$ cat src/rtl/cpu_pkg.sv
// Shared types and defaults for the scalar/vector core.
// Imported by fetch_stage and fetch_perf_counter.
package cpu_pkg;

    localparam int unsigned INSTR_W = 32;
    localparam int unsigned IMM_W   = 16;
    localparam int unsigned PERF_W  = 32;

    localparam int unsigned DEFAULT_PC_STEP  = 4;
    localparam logic [31:0] DEFAULT_RESET_PC = 32'h0000_0000;

    typedef logic [INSTR_W-1:0] instr_t;

endpackage

$ cat src/rtl/fetch_perf_counter.sv
// Saturating event counter used for fetch statistics.
// Holds at all-ones once it gets there.
module fetch_perf_counter
    import cpu_pkg::*;
(
    input  logic              clk,
    input  logic              rst_n,
    input  logic              inc,
    output logic [PERF_W-1:0] count
);

    // count enabled events, stop at the top value
    always_ff @(posedge clk or negedge rst_n) begin
        if (!rst_n) begin
            count <= '0;
        end else if (inc && (count != '1)) begin
            count <= count + PERF_W'(1);
        end
    end

endmodule

$ cat src/rtl/fetch_stage.sv
// Instruction fetch: PC, 1-cycle imem request, IF/ID register.
// Define FETCH_PERF_EN to add FETCH_COUNT / BUBBLE_COUNT outputs.
module fetch_stage
    import cpu_pkg::*;
#(
    parameter int unsigned      WIDTH    = 32,
    parameter logic [WIDTH-1:0] RESET_PC = WIDTH'(DEFAULT_RESET_PC),
    parameter int unsigned      PC_STEP  = DEFAULT_PC_STEP
) (
    input  logic               CLK,
    input  logic               RST_N,
    input  logic               STALL,
    input  logic               BRANCH_TAKEN,
    input  logic [WIDTH-1:0]   BRANCH_TARGET,
    output logic [WIDTH-1:0]   IMEM_ADDR,
    input  logic [INSTR_W-1:0] IMEM_RDATA,
    output logic [INSTR_W-1:0] INSTR,
    output logic [WIDTH-1:0]   INSTR_PC,
    output logic               INSTR_VALID,
    output logic [IMM_W-1:0]   IMM
`ifdef FETCH_PERF_EN
    ,
    output logic [PERF_W-1:0]  FETCH_COUNT,
    output logic [PERF_W-1:0]  BUBBLE_COUNT
`endif
);

    logic [WIDTH-1:0] pc_q;
    logic [WIDTH-1:0] req_pc_q;
    logic             req_valid_q;
    instr_t           instr_q;
    logic [WIDTH-1:0] instr_pc_q;
    logic             valid_q;

    logic             advance;
    logic [WIDTH-1:0] target;
    logic             unused_tgt;

    assign advance    = !BRANCH_TAKEN && !STALL;
    assign target     = {BRANCH_TARGET[WIDTH-1:2], 2'b00};
    assign unused_tgt = ^BRANCH_TARGET[1:0];

    // On a stall re-issue the in-flight address so rdata stays valid
    assign IMEM_ADDR = STALL ? req_pc_q : pc_q;

    assign INSTR       = instr_q;
    assign INSTR_PC    = instr_pc_q;
    assign INSTR_VALID = valid_q;
    assign IMM         = instr_q[IMM_W-1:0];

    // fetch pointer and the request currently in memory
    always_ff @(posedge CLK or negedge RST_N) begin
        if (!RST_N) begin
            pc_q        <= RESET_PC;
            req_pc_q    <= '0;
            req_valid_q <= 1'b0;
        end else if (BRANCH_TAKEN) begin
            pc_q        <= target;
            req_valid_q <= 1'b0;
        end else if (!STALL) begin
            req_pc_q    <= pc_q;
            req_valid_q <= 1'b1;
            pc_q        <= pc_q + WIDTH'(PC_STEP);
        end
    end

    // IF/ID register; a redirect flushes it but keeps the old PC
    always_ff @(posedge CLK or negedge RST_N) begin
        if (!RST_N) begin
            instr_q    <= '0;
            instr_pc_q <= '0;
            valid_q    <= 1'b0;
        end else if (BRANCH_TAKEN) begin
            instr_q <= '0;
            valid_q <= 1'b0;
        end else if (!STALL) begin
            instr_q    <= IMEM_RDATA;
            instr_pc_q <= req_pc_q;
            valid_q    <= req_valid_q;
        end
    end

`ifdef FETCH_PERF_EN
    logic fetch_inc;
    logic bubble_inc;

    assign fetch_inc  = advance && req_valid_q;
    assign bubble_inc = BRANCH_TAKEN || (advance && !req_valid_q);

    fetch_perf_counter u_fetch_cnt (
        .clk   (CLK),
        .rst_n (RST_N),
        .inc   (fetch_inc),
        .count (FETCH_COUNT)
    );

    fetch_perf_counter u_bubble_cnt (
        .clk   (CLK),
        .rst_n (RST_N),
        .inc   (bubble_inc),
        .count (BUBBLE_COUNT)
    );
`else
    logic unused_adv;
    assign unused_adv = advance;
`endif

endmodule

$ cat config.mk
export PLATFORM = sky130hd
export DESIGN_NAME = fetch_stage
export DESIGN_NICKNAME = d
export VERILOG_FILES = /design/src/rtl/cpu_pkg.sv /design/src/rtl/fetch_perf_counter.sv /design/src/rtl/fetch_stage.sv
export SDC_FILE = /design/constraint.sdc
export NUM_CORES = 1
export LEC_CHECK = 0
export CORE_ASPECT_RATIO = 0.6
export CORE_MARGIN = 2
export CORE_UTILIZATION = 25
export DETAILED_ROUTE_END_ITERATION = 12
export HOLD_SLACK_MARGIN = 0.12
export PLACE_DENSITY = 0.48
export RECOVER_POWER = 50
export SYNTH_ARGS = -nofsm -noshare
export SYNTH_HDL_FRONTEND = slang
export SYNTH_SLANG_ARGS = --single-unit
$ cat constraint.sdc
create_clock -name CLK -period 2.5 [get_ports CLK]
set_input_delay 0.75 -clock CLK [delete_from_list [all_inputs] [get_ports CLK]]
set_output_delay 0.75 -clock CLK [all_outputs]
set_load 0.02 [all_outputs]
Word level (Yosys, flattened, before mapping)
Index checks and enable logic that the tools add are counted.
{"block": "word_totals", "regBits": 130, "inputBits": 68, "out_inout_bits": 113}
{"block": "classes", "add_sub_neg": 1, "eq_ne": 1, "mux": 9, "bitwise_logic": 2, "n_reduce_logical": 1}
{"cell": "32-bit 2-to-1 mux", "n": 5}
{"cell": "32-bit by 3-bit adder with 32-bit output, second input constant", "n": 1}
{"cell": "1-bit 2-to-1 mux", "n": 4}
{"cell": "2-bit by 1-bit inequality test with 1-bit output, second input constant", "n": 1}
{"cell": "1-bit NOT", "n": 2}
{"cell": "2-bit AND reduction", "n": 1}

Depth between registers and ports, before layout
Gate-level depths: netlist (run 1).
{"block": "logic_depth", "ltp_word": 3, "ltp_mapped": 7}

Least setup slack after synthesis (run 1)
OpenSTA, ideal clock, no wires.
{"block": "synth_path", "path_kind": "input-to-output", "start": "input STALL", "end": "output IMEM_ADDR[10]", "arrival_time_ns": 1.767, "setup_slack_ns": -0.017, "path_stages": 3, "path_buffers": 2, "cell_sequence": "clkbuf_1 clkbuf_1 mux2_2"}
{"block": "synth_via", "elab_chain_len": 1}
{"item": "start: declaration", "line_no": "fetch_stage.sv:12", "source": "input logic STALL,"}
{"item": "32-bit 2-to-1 mux"}
{"item": "end: declaration", "line_no": "fetch_stage.sv:15", "source": "output logic [WIDTH-1:0] IMEM_ADDR,"}
Every way passes these cells.

Worst setup path in the final report (run 1)
{"block": "layout_path", "start": "input STALL", "end": "output IMEM_ADDR[13]"}
The elaborated chain is that of the path after synthesis.

==> results of run 1 <==
[routing by layer]
layer | wire length (um) | vias up
met5 | 0 | -
met4 | 242 | 0
met3 | 1220 | 19
met2 | 7250 | 133
met1 | 8440 | 2219
li1 | - | 2117
[path summary, 6_finish.rpt]
path	to	slack [ns]	depth (start not counted)
setup / recovery	IMEM_ADDR[13]	0.02	3
hold / removal	INSTR_PC[27]$_DFFE_PN0P_	0.50	1
setup reg to reg	pc_q[19]$_DFFE_PN0N_	0.17	5
hold reg to reg	INSTR_PC[27]$_DFFE_PN0P_	0.50	1
max in group asynchronous	INSTR_PC[20]$_DFFE_PN0P_	0.54	2
min in group asynchronous	INSTR_PC[29]$_DFFE_PN0P_	0.52	1
[timing repair]
| action | CTS | global route |
|---|---|---|
| gates resized for setup | 38 | 4 |
| setup endpoints to repair | 32 | 4 |
| cloned | 1 | 0 |
[area by class of cell]
cell class / count / area, um2 / area share, %
tap: 315 / 394 / 4.56
inverter: 3 / 11.3 / 0.130
multi-input combinational: 318 / 2460 / 28.4
timing repair buffer: 210 / 2010 / 23.2
clock inverter: 5 / 52.6 / 0.608
clock buffer: 25 / 515 / 5.96
sequential: 128 / 3200 / 37.1
[sequential cells by signal, indices dropped and copies added, names as in the netlist]
name         flops
INSTR           32
INSTR_PC        32
INSTR_VALID      1
pc_q            30
req_pc_q        32
req_valid_q      1
[Yosys cell counts (3+ instances only)]
library cell / number / area share, %
dfrtp_1: 128 / 54
mux2_2: 91 / 17
nor2_1: 48 / 3.0
mux2i_1: 34 / 5.8
clkbuf_1: 24 / 1.5
nand2_1: 24 / 1.5
o21ai_0: 19 / 1.6
buf_4: 16 / 2.0
a31oi_1: 14 / 1.5
or4_1: 12 / 1.5
o31ai_1: 11 / 1.4
nand3_1: 9 / 0.76
xnor2_1: 8 / 1.2
nand4_1: 7 / 0.74
buf_1: 6 / 0.38
xor2_1: 5 / 0.74
nor2b_1: 4 / 0.42
nor4_1: 4 / 0.42
and2_1: 3 / 0.32
nor3_1: 3 / 0.25
or3_1: 3 / 0.32
[through the flow]
step | setup TNS [ns] | worst slack [ns]
after CTS | 0 | 0.000450
final | 0 | 0.0211
after global routing | 0 | 0.00686
after floorplan | -0.261 | -0.0130
after detailed placement | -15.67 | -0.516
after global placement | -14.86 | -0.486
[logic make-up (layout without fill, tap and decap cells)]
kind of cell / after synthesis / in the layout
AO/OA/AOI/OAI: 49 / 49
XOR/XNOR: 13 / 13
adder cells (fa/ha/maj): 1 / 1
buffers and inverters: 51 / 243
flip-flops: 128 / 128
multiplexers: 125 / 125
AND/OR/NAND/NOR: 130 / 130
[power by group through the flow]
stage               clock network [mW]  registers, mW  logic, mW
CTS                               2.48           2.62       1.63
floorplan                            0           2.79      0.657
global placement                     0           2.64       1.65
finish                            2.41           2.61       1.60
detailed placement                   0           2.65       1.67
global route                      2.58           2.66       1.73
==> flow_summary.ini, run 1 <==
[status]
status = complete, no violations

[timing]
finalCritPeriodShare_pct = 99.2
rsz0062_at_grt = false
holdWs_ns = 0.505
max_slew.worst_pin.slew_ns = 1.48
period_minus_slack_ns = 2.48
clock_skew_ns = 0.00840
fmax_mhz = 403
maxSlewViolCount = 0
relSlewSlack_pct = 1.52
hold_viol = 0
finalSetupViolations = 0

[synth]
async_flop_share_pct = 100
syn_avg_cell_area_um2 = 11.9
yosys.area_share.simple_pct = 11.1
yosys.area_share.adder_pct = 0.212
synthXorXnorAreaFrac_pct = 1.93
syn_area_mm2 = 0.00591
synth_cells = 497
synthMuxAreaShare_pct = 23.1
yosysWarnings = 0
synth_edf_count = 0
synth-main-ff-cell = dfrtp_1
syn-num-nets = 566
synth_compound_area_share_pct = 5.10
synth_seq_cells = 128
synth_top_family_by_area = multiplexers
synth-seq-area-share_pct = 54.2
synth_cell_types = 41

[power_and_ir_drop]
power_density_mw_per_mm2 = 767
pwr-share-comb_pct = 24.2
p_sw_mw = 1.89
clockPowerShare_pct = 36.4
ir_drop_uv = 466
sequentialPowerShare_pct = 39.4
leakagePower_nw = 3.60
total_power_mw = 6.62
swShare_pct = 28.6
p_int_mw = 4.73

[global_routing]
grt_pass1_vias = 4642
grt_max_degree = 53
grt_overflow = 0
grtUsageMet3_pct = 5.01
antenna_found_initial = 0
use_met2_pct = 20.9
grtUsageTotal_pct = 14.2
grtUsageMet1_pct = 19.4
grt_pass1_wl_mm = 26.7
grt_most_used_layer = met2

[floorplan]
fp.coreArea_mm2 = 0.0232
die_h_um = 123
ios = 181
start_util_pct = 25.5
dieArea_mm2 = 0.0249
die_w_um = 203
rows = 43

[worst_setup_path]
cp_cell_sequence = bufbuf_16 -> mux2_2 -> clkdlybuf4s15_1
crit_start = STALL
cp.buffers_inverters = 2
crit_type = primary input to output pin
end_kind = output pin
critPathLaunchType = primary input
path_delay_family = buffers and inverters
required_ns = 1.75
worstPathArrival_ns = 1.73
rr_startpoint = pc_q[7]$_DFFE_PN0N_
crit_slowest_cell = mux2_2
cp_slowest_stage_delay_ns = 0.36
cp_max_fo = 23

[routing]
drt-total-wl_mm = 17.2
drt_first_pass_iters = 4
viasPerCell = 4.47
drcViolationCount = 0
drt_iter0_markers = 174
routedWlPerCell_um = 17.1
vias = 4488
antenna_left = 0

[clocking]
htreeDepth = 4
cts_tree = done
cts_buffers = 17
cts-root-buf = clkbuf_16
cts.path.max_buffers = 2
clkLatencyLatePin_ns = 0.42
ctsHoldBuffers = 0
postCtsSetupBuffers = 0
path_clk_slew_ns = 0.05
cts_sinks = 128

[placed_design]
gp_congestion = 0.691
dp.cells = 973
dp_hpwl_mm = 11.8
placed_cell_area_mm2 = 0.00810
io_buffers = 178

[finish]
fillers = 2273
final_common_cell = clkdlybuf4s50_1
synthToLayoutAreaGrowth_pct = 46.1
fin_util_pct = 37.3
fin_nets = 747
finalInstanceArea_mm2 = 0.00864
layout.cells.non_filler = 1004
layout_common_cells = clkdlybuf4s50_1, dfrtp_1, mux2_2
drive_above_1_share_pct = 22.5
antenna_cells = 0

[hold_path]
min_from = INSTR_PC[27]$_DFFE_PN0P_
hp-class = register to register

[flow_run]
maxCapViolations = 0
No activity file was read; power rests on OpenSTA's default activity.
==> run 2: changes to the inputs <==
--- a/config.mk
+++ b/config.mk
@@ -9,9 +9,11 @@
 export CORE_MARGIN = 2
 export CORE_UTILIZATION = 25
 export DETAILED_ROUTE_END_ITERATION = 12
+export GPL_TIMING_DRIVEN = 0
 export HOLD_SLACK_MARGIN = 0.12
 export PLACE_DENSITY = 0.48
 export RECOVER_POWER = 50
+export SLEW_MARGIN = 20
 export SYNTH_ARGS = -nofsm -noshare
 export SYNTH_HDL_FRONTEND = slang
 export SYNTH_SLANG_ARGS = --single-unit
==> run 2 against run 1 <==
  * The flow now finishes with violations (max-capacitance violations, max-slew violations)
  * Hold slack barely moved
  * Clock power rose by 11%
  * Global-route usage rose by 0.73 points
  * Utilization rose by 0.62 points
  * Via count rose by 2.9%
  * Total power rose by 4.1%
==> flow_summary.ini, run 2 (same netlist as run 1, synthesis figures left out) <==
[finish]
drive_above_1_share_pct = 27.5
layout_common_cells = clkdlybuf4s50_1, dfrtp_1, mux2_2
synthToLayoutAreaGrowth_pct = 48.5
fillers = 2283
final_common_cell = clkdlybuf4s50_1
layout.cells.non_filler = 1030
fin_util_pct = 37.9
fin_nets = 771
regArea_mm2 = 0.00321
multi_input_area_mm2 = 0.00247

[floorplan]
fp.coreArea_mm2 = 0.0232
rows = 43
dieArea_mm2 = 0.0249
die_w_um = 203
start_util_pct = 25.5
die_h_um = 123
ios = 181

[routing]
antenna_left = 0
routedWlPerCell_um = 17.6
vias = 4617
drt_first_pass_iters = 4
drt-total-wl_mm = 18.2
drcViolationCount = 0
drt_iter0_markers = 158
viasPerCell = 4.48

[worst_setup_path]
cp_cell_sequence = buf_4 -> clkbuf_16 -> clkbuf_16 -> mux2_2 -> buf_2
cp_max_fo = 5
cp.buffers_inverters = 4
crit_type = primary input to output pin
crit_path_frequent_cell = clkbuf_16
worstPathArrival_ns = 1.71
end_kind = output pin
critPathLaunchType = primary input
path_delay_family = buffers and inverters
worstSetupPathDepth = 5
reg2reg_depth = 6
cp_slowest_stage_delay_ns = 0.36
required_ns = 1.75
crit_slowest_cell = mux2_2

[power_and_ir_drop]
power_density_mw_per_mm2 = 785
leakagePower_nw = 3.67
ir_drop_uv = 442

[hold_path]
min_path_cells = 1
hp-class = register to register

[timing]
relSlewSlack_pct = -11.6
rsz0062_at_grt = false
finalSetupViolations = 0
holdWs_ns = 0.505
finalSetupTns_ns = 0
finalCritPeriodShare_pct = 98.5
hold_viol = 0
period_minus_slack_ns = 2.46
clock_skew_ns = 0.00683
maxSlewViolCount = 35
fmax_mhz = 406
max_slew.worst_pin.slew_ns = 1.67

[global_routing]
grt_pass1_vias = 4777
grt_max_degree = 95
grt_pass1_wl_mm = 27.8
grt_overflow = 0
grt_most_used_layer = met2
antenna_found_initial = 1
grtUsageTotal_pct = 15.0
grtUsageMet1_pct = 20.2
use_met2_pct = 21.9
grtUsageMet3_pct = 6.33

[clocking]
cts-root-buf = clkbuf_16
path_clk_slew_ns = 0.06
cts_tree = done
clkLatencyLatePin_ns = 0.42
ctsHoldBuffers = 0
cts.path.max_buffers = 2
cts_buffers = 17
cts_sinks = 128
htreeDepth = 4

[placed_design]
dp.cells = 990
dp_hpwl_mm = 13.0
io_buffers = 177
gp_congestion = 0.741

[flow_run]
maxCapViolations = 1

[status]
status = complete, but fails checks
violations = max-capacitance violations, max-slew violations
==> run 2: path summary, 6_finish.rpt <==
path | end | slack (ns) | startpoint
worst max register to register | pc_q[30]$_DFFE_PN0N_ | 0.11 | pc_q[8]$_DFFE_PN0N_
worst max-delay path | IMEM_ADDR[29] | 0.04 | STALL
min in group asynchronous | req_pc_q[25]$_DFFE_PN0N_ | 0.86 | RST_N
worst min register to register | INSTR_PC[4]$_DFFE_PN0P_ | 0.51 | INSTR_PC[4]$_DFFE_PN0P_
max in group asynchronous | pc_q[10]$_DFFE_PN0N_ | 0.43 | RST_N
worst min-delay path | INSTR_PC[4]$_DFFE_PN0P_ | 0.51 | INSTR_PC[4]$_DFFE_PN0P_
==> run 2: final cells by class <==
| type | instances | area share [%] |
|---|---|---|
| antenna | 1 | 0.0285 |
| buffer | 48 | 4.00 |
| clock buffer | 21 | 5.36 |
| clock inverter | 10 | 1.81 |
| inverter | 3 | 0.128 |
| multi-input combinational | 318 | 28.1 |
| sequential | 128 | 36.5 |
| tap | 315 | 4.49 |
| timing repair buffer | 186 | 19.5 |
==> run 2: layer usage <==
| metal | part of all wire, % | wire (um) |
|---|---|---|
| met1 | 47 | 8590 |
| met2 | 43 | 7890 |
| met3 | 8.4 | 1530 |
| met4 | 0.82 | 149 |
| met5 | 0 | 0 |
==> run 2: repair_timing <==
item,in CTS,in global routing
resized for setup,160,13
setup buffers,3,2
gates cloned,2,1
endpoints found under the setup margin,107,17
==> run 2: through the flow <==
step	worst slack, ns	total power, mW	area (um2)
finish	0.0371	6.90	8780
global route	0.000418	7.27	8780
CTS	0.00422	7.00	8740
detailed placement	-1.53	4.33	8110
global placement	-4.64	4.30	8080
floorplan	-0.0130	3.45	5920
==> run 2: report_power, final <==
part           switching (mW)  internal, mW  total, mW
clock                   0.931          1.74       2.67
sequential              0.228          2.38       2.61
combinational           0.787         0.833       1.62
